`config.mk`:
```
export PLATFORM = sky130hd
export DESIGN_NAME = dvi_rx_tmds_word_align_flat
export DESIGN_NICKNAME = d
export VERILOG_FILES = /design/src/rtl/dvi_rx_tmds_word_align_if.sv /design/src/rtl/dvi_rx_tmds_word_align.sv /design/src/flat_wrapper.sv
export SDC_FILE = /design/constraint.sdc
export NUM_CORES = 1
export LEC_CHECK = 0
export ABC_AREA = 1
export BUFFER_PORTS_ARGS = -buffer_cell sky130_fd_sc_hd__buf_2
export CAP_MARGIN = 10
export CORE_MARGIN = 5
export CORE_UTILIZATION = 49
export CTS_BUF_LIST = sky130_fd_sc_hd__clkbuf_4 sky130_fd_sc_hd__clkbuf_8
export CTS_CLUSTER_DIAMETER = 120
export DETAILED_ROUTE_END_ITERATION = 10
export PLACE_DENSITY = 0.68
export SKIP_CTS_REPAIR_TIMING = 1
export SYNTH_ARGS = -nofsm -noshare
export SYNTH_HDL_FRONTEND = slang
export SYNTH_SLANG_ARGS = --single-unit
```
`constraint.sdc`:
```
create_clock -name pixel_clock -period 3.36 [get_ports pixel_clock]
set_clock_uncertainty 0.15 [all_clocks]
set_input_delay 0.336 -clock pixel_clock [delete_from_list [all_inputs] [get_ports pixel_clock]]
set_output_delay 0.336 -clock pixel_clock [all_outputs]
set_load 0.02 [all_outputs]
```
`src/rtl/dvi_rx_tmds_word_align_if.sv`:
```
// Lane interface between the 1:10 deserializer and the TMDS decoder:
// raw words in, aligned symbols with lock status out.
interface dvi_rx_tmds_word_align_if;
    localparam int unsigned SYM_W = 10;
    localparam int unsigned OFF_W = 4;
    localparam int unsigned CNT_W = 8;

    logic [SYM_W-1:0] raw_data;
    logic [SYM_W-1:0] data_out;
    logic             data_valid;
    logic             is_ctrl;
    logic             locked;
    logic [OFF_W-1:0] bit_offset;
    logic [CNT_W-1:0] realign_count;

    modport master (
        output raw_data,
        input  data_out, data_valid, is_ctrl, locked, bit_offset, realign_count
    );

    modport slave (
        input  raw_data,
        output data_out, data_valid, is_ctrl, locked, bit_offset, realign_count
    );
endinterface

```
`src/rtl/dvi_rx_tmds_word_align.sv`:
```
// TMDS receive word aligner: finds the symbol boundary from blanking control
// tokens, bit-reverses into first-transmitted-in-LSB order and tracks lock.
module dvi_rx_tmds_word_align #(
    parameter int unsigned LOCK_TOKENS  = 8,
    parameter int unsigned LOSS_TIMEOUT = 4096
) (
    input  logic                           pixel_clock,
    input  logic                           reset_n,
    dvi_rx_tmds_word_align_if.slave        rx
);
    localparam int unsigned SYM_W   = 10;
    localparam int unsigned WIN_W   = 2 * SYM_W;
    localparam int unsigned NUM_OFF = 10;
    localparam int unsigned OFF_W   = 4;
    localparam int unsigned CNT_W   = 8;
    localparam int unsigned TMR_W   = $clog2(LOSS_TIMEOUT);

    localparam logic [SYM_W-1:0] TOK_0 = 10'h354;
    localparam logic [SYM_W-1:0] TOK_1 = 10'h0AB;
    localparam logic [SYM_W-1:0] TOK_2 = 10'h154;
    localparam logic [SYM_W-1:0] TOK_3 = 10'h2AB;

    localparam logic [TMR_W-1:0] TMR_LAST  = TMR_W'(LOSS_TIMEOUT - 1);
    localparam logic [CNT_W-1:0] CNT_LAST  = CNT_W'(LOCK_TOKENS - 1);
    localparam logic [CNT_W-1:0] CNT_SAT   = {CNT_W{1'b1}};

    typedef enum logic [1:0] {
        ST_SEARCH = 2'd0,
        ST_VERIFY = 2'd1,
        ST_LOCKED = 2'd2
    } state_t;

    function automatic logic is_token(input logic [SYM_W-1:0] s);
        return (s == TOK_0) || (s == TOK_1) || (s == TOK_2) || (s == TOK_3);
    endfunction

    state_t state_q, state_d;

    logic [SYM_W-1:0] prev_q;
    logic [OFF_W-1:0] off_q, off_d;
    logic [CNT_W-1:0] cnt_q, cnt_d;
    logic [TMR_W-1:0] tmr_q, tmr_d;
    logic [CNT_W-1:0] realign_q, realign_d;

    logic [SYM_W-1:0] data_q;
    logic             valid_q;
    logic             ctrl_q;
    logic             locked_q;

    logic [WIN_W-1:0]                  window;
    logic [NUM_OFF-1:0][SYM_W-1:0]     sym;
    logic [NUM_OFF-1:0]                match;
    logic [OFF_W-1:0]                  first_off;
    logic                              any_match;
    logic [SYM_W-1:0]                  sym_sel;
    logic                              sel_tok;

    assign window = {prev_q, rx.raw_data};

    // Candidate k starts k bits into the older word; first-received bit lands in bit 0.
    for (genvar k = 0; k < NUM_OFF; k++) begin : g_off
        for (genvar i = 0; i < SYM_W; i++) begin : g_bit
            assign sym[k][i] = window[WIN_W-1-k-i];
        end
        assign match[k] = is_token(sym[k]);
    end

    assign any_match = |match;
    assign sym_sel   = sym[off_q];
    assign sel_tok   = is_token(sym_sel);

    // Lowest matching offset wins when several candidates alias to a token.
    always_comb begin
        first_off = 4'd0;
        casez (match)
            10'b?????????1: first_off = 4'd0;
            10'b????????10: first_off = 4'd1;
            10'b???????100: first_off = 4'd2;
            10'b??????1000: first_off = 4'd3;
            10'b?????10000: first_off = 4'd4;
            10'b????100000: first_off = 4'd5;
            10'b???1000000: first_off = 4'd6;
            10'b??10000000: first_off = 4'd7;
            10'b?100000000: first_off = 4'd8;
            10'b1000000000: first_off = 4'd9;
            default:        first_off = 4'd0;
        endcase
    end

    always_ff @(posedge pixel_clock or negedge reset_n) begin
        if (!reset_n) state_q <= ST_SEARCH;
        else          state_q <= state_d;
    end

    always_comb begin
        state_d   = state_q;
        off_d     = off_q;
        cnt_d     = cnt_q;
        tmr_d     = tmr_q;
        realign_d = realign_q;
        case (state_q)
            ST_SEARCH: begin
                if (any_match) begin
                    off_d   = first_off;
                    cnt_d   = 8'd1;
                    state_d = ST_VERIFY;
                end
            end
            ST_VERIFY: begin
                if (sel_tok) begin
                    cnt_d = cnt_q + 8'd1;
                    if (cnt_q >= CNT_LAST) begin
                        state_d = ST_LOCKED;
                        tmr_d   = '0;
                    end
                end else begin
                    state_d = ST_SEARCH;
                    cnt_d   = '0;
                end
            end
            ST_LOCKED: begin
                // Only a long absence of tokens drops lock; pixel data alone never does.
                if (sel_tok) begin
                    tmr_d = '0;
                end else if (tmr_q == TMR_LAST) begin
                    state_d = ST_SEARCH;
                    cnt_d   = '0;
                    tmr_d   = '0;
                    if (realign_q != CNT_SAT) realign_d = realign_q + 8'd1;
                end else begin
                    tmr_d = tmr_q + TMR_W'(1);
                end
            end
            default: state_d = ST_SEARCH;
        endcase
    end

    always_ff @(posedge pixel_clock or negedge reset_n) begin
        if (!reset_n) begin
            prev_q    <= '0;
            off_q     <= '0;
            cnt_q     <= '0;
            tmr_q     <= '0;
            realign_q <= '0;
            data_q    <= '0;
            valid_q   <= 1'b0;
            ctrl_q    <= 1'b0;
            locked_q  <= 1'b0;
        end else begin
            prev_q    <= rx.raw_data;
            off_q     <= off_d;
            cnt_q     <= cnt_d;
            tmr_q     <= tmr_d;
            realign_q <= realign_d;
            data_q    <= sym_sel;
            valid_q   <= (state_q != ST_SEARCH);
            ctrl_q    <= sel_tok;
            locked_q  <= (state_d == ST_LOCKED);
        end
    end

    assign rx.data_out      = data_q;
    assign rx.data_valid    = valid_q;
    assign rx.is_ctrl       = ctrl_q;
    assign rx.locked        = locked_q;
    assign rx.bit_offset    = off_q;
    assign rx.realign_count = realign_q;
endmodule

```
`src/flat_wrapper.sv`:
```
// flat-port wrapper written by rule: the top's interface ports become plain ports
module dvi_rx_tmds_word_align_flat 
#(
    parameter int unsigned LOCK_TOKENS  = 8,
    parameter int unsigned LOSS_TIMEOUT = 4096
)
  (pixel_clock, reset_n, rx_raw_data, rx_data_out, rx_data_valid, rx_is_ctrl, rx_locked, rx_bit_offset, rx_realign_count);
  dvi_rx_tmds_word_align_if rx_i ();
  input  logic pixel_clock;
  input  logic reset_n;
  input wire logic [$bits(rx_i.raw_data)-1:0] rx_raw_data;
  output wire logic [$bits(rx_i.data_out)-1:0] rx_data_out;
  output wire logic [$bits(rx_i.data_valid)-1:0] rx_data_valid;
  output wire logic [$bits(rx_i.is_ctrl)-1:0] rx_is_ctrl;
  output wire logic [$bits(rx_i.locked)-1:0] rx_locked;
  output wire logic [$bits(rx_i.bit_offset)-1:0] rx_bit_offset;
  output wire logic [$bits(rx_i.realign_count)-1:0] rx_realign_count;
  assign rx_i.raw_data = rx_raw_data;
  assign rx_data_out = rx_i.data_out;
  assign rx_data_valid = rx_i.data_valid;
  assign rx_is_ctrl = rx_i.is_ctrl;
  assign rx_locked = rx_i.locked;
  assign rx_bit_offset = rx_i.bit_offset;
  assign rx_realign_count = rx_i.realign_count;
  dvi_rx_tmds_word_align #(.LOCK_TOKENS(LOCK_TOKENS), .LOSS_TIMEOUT(LOSS_TIMEOUT)) u_core (.pixel_clock(pixel_clock), .reset_n(reset_n), .rx(rx_i));
endmodule
```
# == Word level (Yosys, flattened, before mapping) ==
# Cells that the tools add are included.
# totals
register_bits,57
out_inout_bits,25
word_cells,140
# op_classes
add_sub_neg,3
order_cmp,2
eq_ne,63
mux,19
bitwise,1
reduce_logical,42
# ops
cell,n
equality test 10 bit (second input constant),23
equality test 10 x 8 -> 1 bit (second input constant),11
equality test 10 x 9 -> 1 bit (second input constant),11
two-way mux 12 bit,4
binary-select mux 10 bit (select 4 bit),1
one-hot mux 4 bit (9 select lines),1
logical OR 1 bit,33
two-way mux 8 bit,4
one-hot mux 12 bit (2 select lines),1
one-hot mux 8 bit (3 select lines),1
adder 8 x 1 -> 8 bit (second input constant),2
adder 12 x 1 -> 12 bit (second input constant),1
equality test 12 bit (second input constant),1
two-way mux 10 bit,1
two-way mux 2 bit,5
OR reduction 10 bit,1
equality test 9 bit (second input constant),1
equality test 8 bit (second input constant),1
>= comparator 8 x 3 -> 1 bit (second input constant),1
inequality test 2 x 1 -> 1 bit (second input constant),4
inequality test 8 bit (second input constant),1
AND reduction 4 bit,2
equality test 7 bit (second input constant),1
equality test 2 bit (second input constant),3
other kinds (14),15

# == Depth between registers and ports, before layout ==
# logic_depth
depth_word,9
mapped_depth,19
ltp_nobuf,18

# == Worst setup path before layout ==
# Ideal clock, no wire load.
# synth_path
path_kind,register to register
startpoint,reg u_core.off_q[1] (netlist: u_core.rx.bit_offset[1])
endpoint,reg u_core.tmr_q[8]
t_arrival_ns,2.017
required_time_ns,3.087
slack_ns,1.070
stages_incl_launch_ff,18
n_path_buf,3
period_less_slack_ns,2.290
path_cell_list,dfrtp_1 -> buf_2 -> inv_2 -> buf_4 -> nand3_1 -> nand3_1 -> nand2_1 -> a21oi_1 -> nand2_1 -> nor2_1 -> nand3_2 -> nand2_2 -> inv_4 -> nand2_4 -> nand2_4 -> inv_4 -> buf_6 -> o21ai_1
# synth_between
elab_chain_cells,8
word_cells_on_any_way,13
classes_between,eq/ne (5); mux (4); reduce/logical (4)
# synth_rtl
element,line_no,rtl
"start, declared",dvi_rx_tmds_word_align.sv:40,"logic [OFF_W-1:0] off_q, off_d;"
"start signal, assigned",dvi_rx_tmds_word_align.sv:141,off_q <= '0;
"start signal, assigned",dvi_rx_tmds_word_align.sv:151,off_q <= off_d;
binary-select mux 10 bit (select 4 bit) *,dvi_rx_tmds_word_align.sv:69,assign sym_sel = sym[off_q];
two-way mux 10 bit (implied by the code) *,dvi_rx_tmds_word_align.sv:69,
equality test 10 bit or equality test 10 x 8 -> 1 bit (tied branches),dvi_rx_tmds_word_align.sv:34,return (s == TOK_0) || (s == TOK_1) || (s == TOK_2) || (s == TOK_3);
logical OR 1 bit (2 in a row),dvi_rx_tmds_word_align.sv:34,
logical OR 1 bit *,dvi_rx_tmds_word_align.sv:34,
two-way mux 12 bit or inequality test 2 x 1 -> 1 bit (tied branches),--,
one-hot mux 12 bit (2 select lines) or AND reduction 3 bit (tied branches),--,
"end signal, assigned",dvi_rx_tmds_word_align.sv:153,tmr_q <= tmr_d;
"end, declared",dvi_rx_tmds_word_align.sv:42,"logic [TMR_W-1:0] tmr_q, tmr_d;"
# Every way passes the cells marked *; elsewhere a longest branch is shown, timed or not. The select of a mux whose other input is x is not followed.
# A chain may end at the register's enable or synchronous reset.

# == Worst setup path after layout ==
# layout_path
startpoint,reg u_core.off_q[0] (netlist: u_core.rx.bit_offset[0])
endpoint,reg u_core.tmr_q[11]
# layout_between
elab_chain_cells,8
word_cells_on_any_way,13
classes_between,eq/ne (5); mux (4); reduce/logical (4)
# layout_rtl
element,line_no,rtl
binary-select mux 10 bit (select 4 bit) *,dvi_rx_tmds_word_align.sv:69,
two-way mux 10 bit (implied by the code) *,dvi_rx_tmds_word_align.sv:69,
named net u_core.sym_sel[1],dvi_rx_tmds_word_align.sv:55,logic [SYM_W-1:0] sym_sel;
equality test 10 bit or equality test 10 x 8 -> 1 bit (tied branches),dvi_rx_tmds_word_align.sv:34,
logical OR 1 bit (2 in a row),dvi_rx_tmds_word_align.sv:34,
logical OR 1 bit *,dvi_rx_tmds_word_align.sv:34,
two-way mux 12 bit or inequality test 2 x 1 -> 1 bit (tied branches),--,
one-hot mux 12 bit (2 select lines) or AND reduction 3 bit (tied branches),--,
# The timed path passes the listed nets; every way through them passes the cells marked *. The select of a mux whose other input is x is not followed.

==> metrics.csv <==
metric;value;unit
status;finished, violations left;
failed_checks;hold timing;
grt_pass1_wl;16100;um
cts-root-buf;clkbuf_8;
r2r-start;u_core.rx.bit_offset[0];
fin_area;0.00427;sq mm
post_layout_nonfiller_instances;684;
grtUsageTotal;0.202;
tightestPinTransition;893;ps
cp_common_cell;nand2_1;
critical_path.startpoint_type;flip-flop;
tns;0;ps
cts.sinks;57;
cts_tree;yes;
fill_cells;730;
core_area;0.00765;sq mm
grt_pass1_vias;3473;
io_pins;37;
clock_latency;340;ps
r2r-end;u_core.tmr_q[11];
synthCells;539;
vias;3769;
fin_util;0.558;
slowest_stage;dfrtp_1;
drc;0;
placed_area;0.00403;sq mm
rsz0062_at_grt;no;
syn2layout_area_growth;12.5;%
dieArea;0.00961;sq mm
totalWireLength;9460;um
cts_buffers;9;
critical-path-max-stage-delay;520;ps
wl_per_cell;13.8;um
peakVddDrop;0.000285;V
routed_via_density;5.51;
worstRegToRegCells;18;
hpwl;7000;um
worstSetupEndpoint;u_core.tmr_q[11];
holdCritPathClass;in -> async;
io_buffer_count;36;
yosys_warnings;0;
num_rows;32;
fmax;0.340;GHz
p_leak;2.15;nW
gp_congestion;1.01;
r2r_setup_slack;420;ps
synth_ff_type;dfrtp_1;
clkTransAtPathRegs;70;ps
syn_area;0.00380;sq mm
maxSlewHeadroom;0.405;
dr.pass1.iters;5;
maxCapViolations;0;
min_period;2940;ps
cp_max_fo;17;
critical_path_required;3440;ps
drive_above_1_share;0.143;
hold_viol_final;39;
drt_iter0_drc;252;
arrival;3020;ps
overflow;0;
clk_path_buf_depth;2;
finalCritPeriodShare;0.876;
setup_violations;0;
crit_chain;inv_2 -> nand2_1 -> nand3_1 -> nand3_1 -> nand2_1 -> nand2_1 -> nand2_1 -> nand2_1 -> nor2_1 -> nand3_1 -> nand2_2 -> inv_4 -> nand2_4 -> nand2_4 -> inv_4 -> nand2_1 -> nand2_1 -> nor2_1;
ys_seq_elements;57;
cp-end-kind;flip-flop;
syn_nets;558;
final_max_slew_viol_count;0;
synth_edf_count;0;
ys_types;36;
antenna_found_initial;0;
grt_start_max_net_pins;41;
die_h;98.0;um
ys_seq_area_frac;0.376;
cts_htree_levels;3;
p_per_area;601;mW/mm^2
chipWidth;98.0;um
path_class;reg -> reg;
whs;-24.4;ps
nets;596;
initial_core_util;0.496;
synth_area_per_cell;7.04;sq um
detail-route-antenna-nets;0;
diodes;0;
synthArstFlopShare;1.00;
setup.worst_path.start;u_core.rx.bit_offset[0];
dp_cells;666;
==> state kept, by name, indices dropped and copies added, names as in the netlist <==
signal                   count
u_core.rx.locked             1
u_core.cnt_q                 8
u_core.rx.data_out          10
u_core.rx.is_ctrl            1
u_core.prev_q               10
u_core.rx.realign_count      8
u_core.state_q               2
u_core.rx.bit_offset         4
u_core.rx.data_valid         1
u_core.tmr_q                12
==> worst min-delay path by stage <==
| stage | end | slack, ps | depth (start not counted) |
|---|---|---|---|
| 2_1_floorplan | u_core.cnt_q[0] | -110 | 0 |
| 3_3_place_gp | u_core.prev_q[0] | 290 | 1 |
| 3_5_place_dp | u_core.prev_q[0] | 300 | 1 |
| 4_1_cts | u_core.prev_q[0] | -60 | 1 |
| 5_1_grt | u_core.prev_q[8] | 5 | 1 |
| 6_report | u_core.prev_q[8] | -20 | 1 |
==> cells in the final DEF, fill, tap and decap left out, types with 2 or more instances in the layout <==
master / instances
a21oi_1: 15
buf_2: 36
buf_4: 4
bufinv_16: 2
clkbuf_8: 10
clkinv_2: 2
dfrtp_1: 57
dlygate4sd3_1: 2
ha_1: 7
inv_1: 63
inv_2: 2
inv_4: 2
nand2_1: 130
nand2_2: 7
nand2_4: 3
nand3_1: 84
nand3_2: 3
nand3b_1: 5
nand4_1: 16
nor2_1: 51
nor3_1: 21
nor4_1: 3
o21ai_0: 16
o21ai_1: 10
o21ai_2: 6
o31ai_1: 4
xnor2_1: 4
xor2_1: 5
==> cell families after synthesis <==
| family | share of synthesized area |
|---|---|
| buffers and inverters | 0.0969 |
| AO/OA/AOI/OAI | 0.0831 |
| adder cells (fa/ha/maj) | 0.0231 |
| AND/OR/NAND/NOR | 0.400 |
| XOR/XNOR | 0.0208 |
| flip-flops | 0.376 |
==> power breakdown <==
group	switching, mW	internal, mW
clock network	0.279	0.445
logic	0.691	0.298
registers	0.0647	0.787
total	1.03	1.53
==> final cells by class <==
cell class / instances / area, sq um / share of cell area
Clock buffer: 11 / 145 / 0.0340
Clock inverter: 5 / 78.8 / 0.0185
Inverter: 68 / 260 / 0.0609
Multi-Input combinational cell: 399 / 2000 / 0.469
Sequential cell: 57 / 1430 / 0.334
Tap cell: 102 / 128 / 0.0299
Timing Repair Buffer: 42 / 230 / 0.0539
==> critical path: cells and delay by family, from the launching register on <==
| kind | cells | cell delay (ps) |
|---|---|---|
| AND/OR/NAND/NOR | 15 | 1590 |
| buffers and inverters | 3 | 560 |
| flip-flops | 1 | 520 |
==> stage by stage <==
stage | power, mW | worst slack, ps
after detailed placement | 1.83 | 538
final | 2.56 | 418
after CTS | 2.57 | 447
after global routing | 2.75 | 141
after floorplan | 1.60 | 1070
after global placement | 1.81 | 593
==> routing by layer <==
layer / track usage / wire length (um) / vias up
met2: 0.308 / 4220 / 141
met3: 0.0414 / 623 / 23
met4: 0.0927 / 274 / 0
met5: 0 / 0 / -
li1: - / - / 1854
met1: 0.276 / 4340 / 1751
==> cells in the mapped netlist (2+ instances only) <==
cell,count,area share
nand2_1,130,0.13
nand3_1,84,0.11
inv_1,63,0.062
dfrtp_1,57,0.38
nor2_1,51,0.050
nor3_1,21,0.028
nand4_1,16,0.026
o21ai_0,16,0.021
a21oi_1,15,0.020
o21ai_1,10,0.013
buf_2,8,0.011
ha_1,7,0.023
nand2_2,7,0.012
o21ai_2,6,0.014
buf_6,5,0.015
nand3b_1,5,0.0099
xor2_1,5,0.012
o31ai_1,4,0.0079
xnor2_1,4,0.0092
nand2_4,3,0.0089
nand3_2,3,0.0079
nor4_1,3,0.0049
inv_2,2,0.0020
inv_4,2,0.0033
No activity file was read; power rests on OpenSTA's default activity.
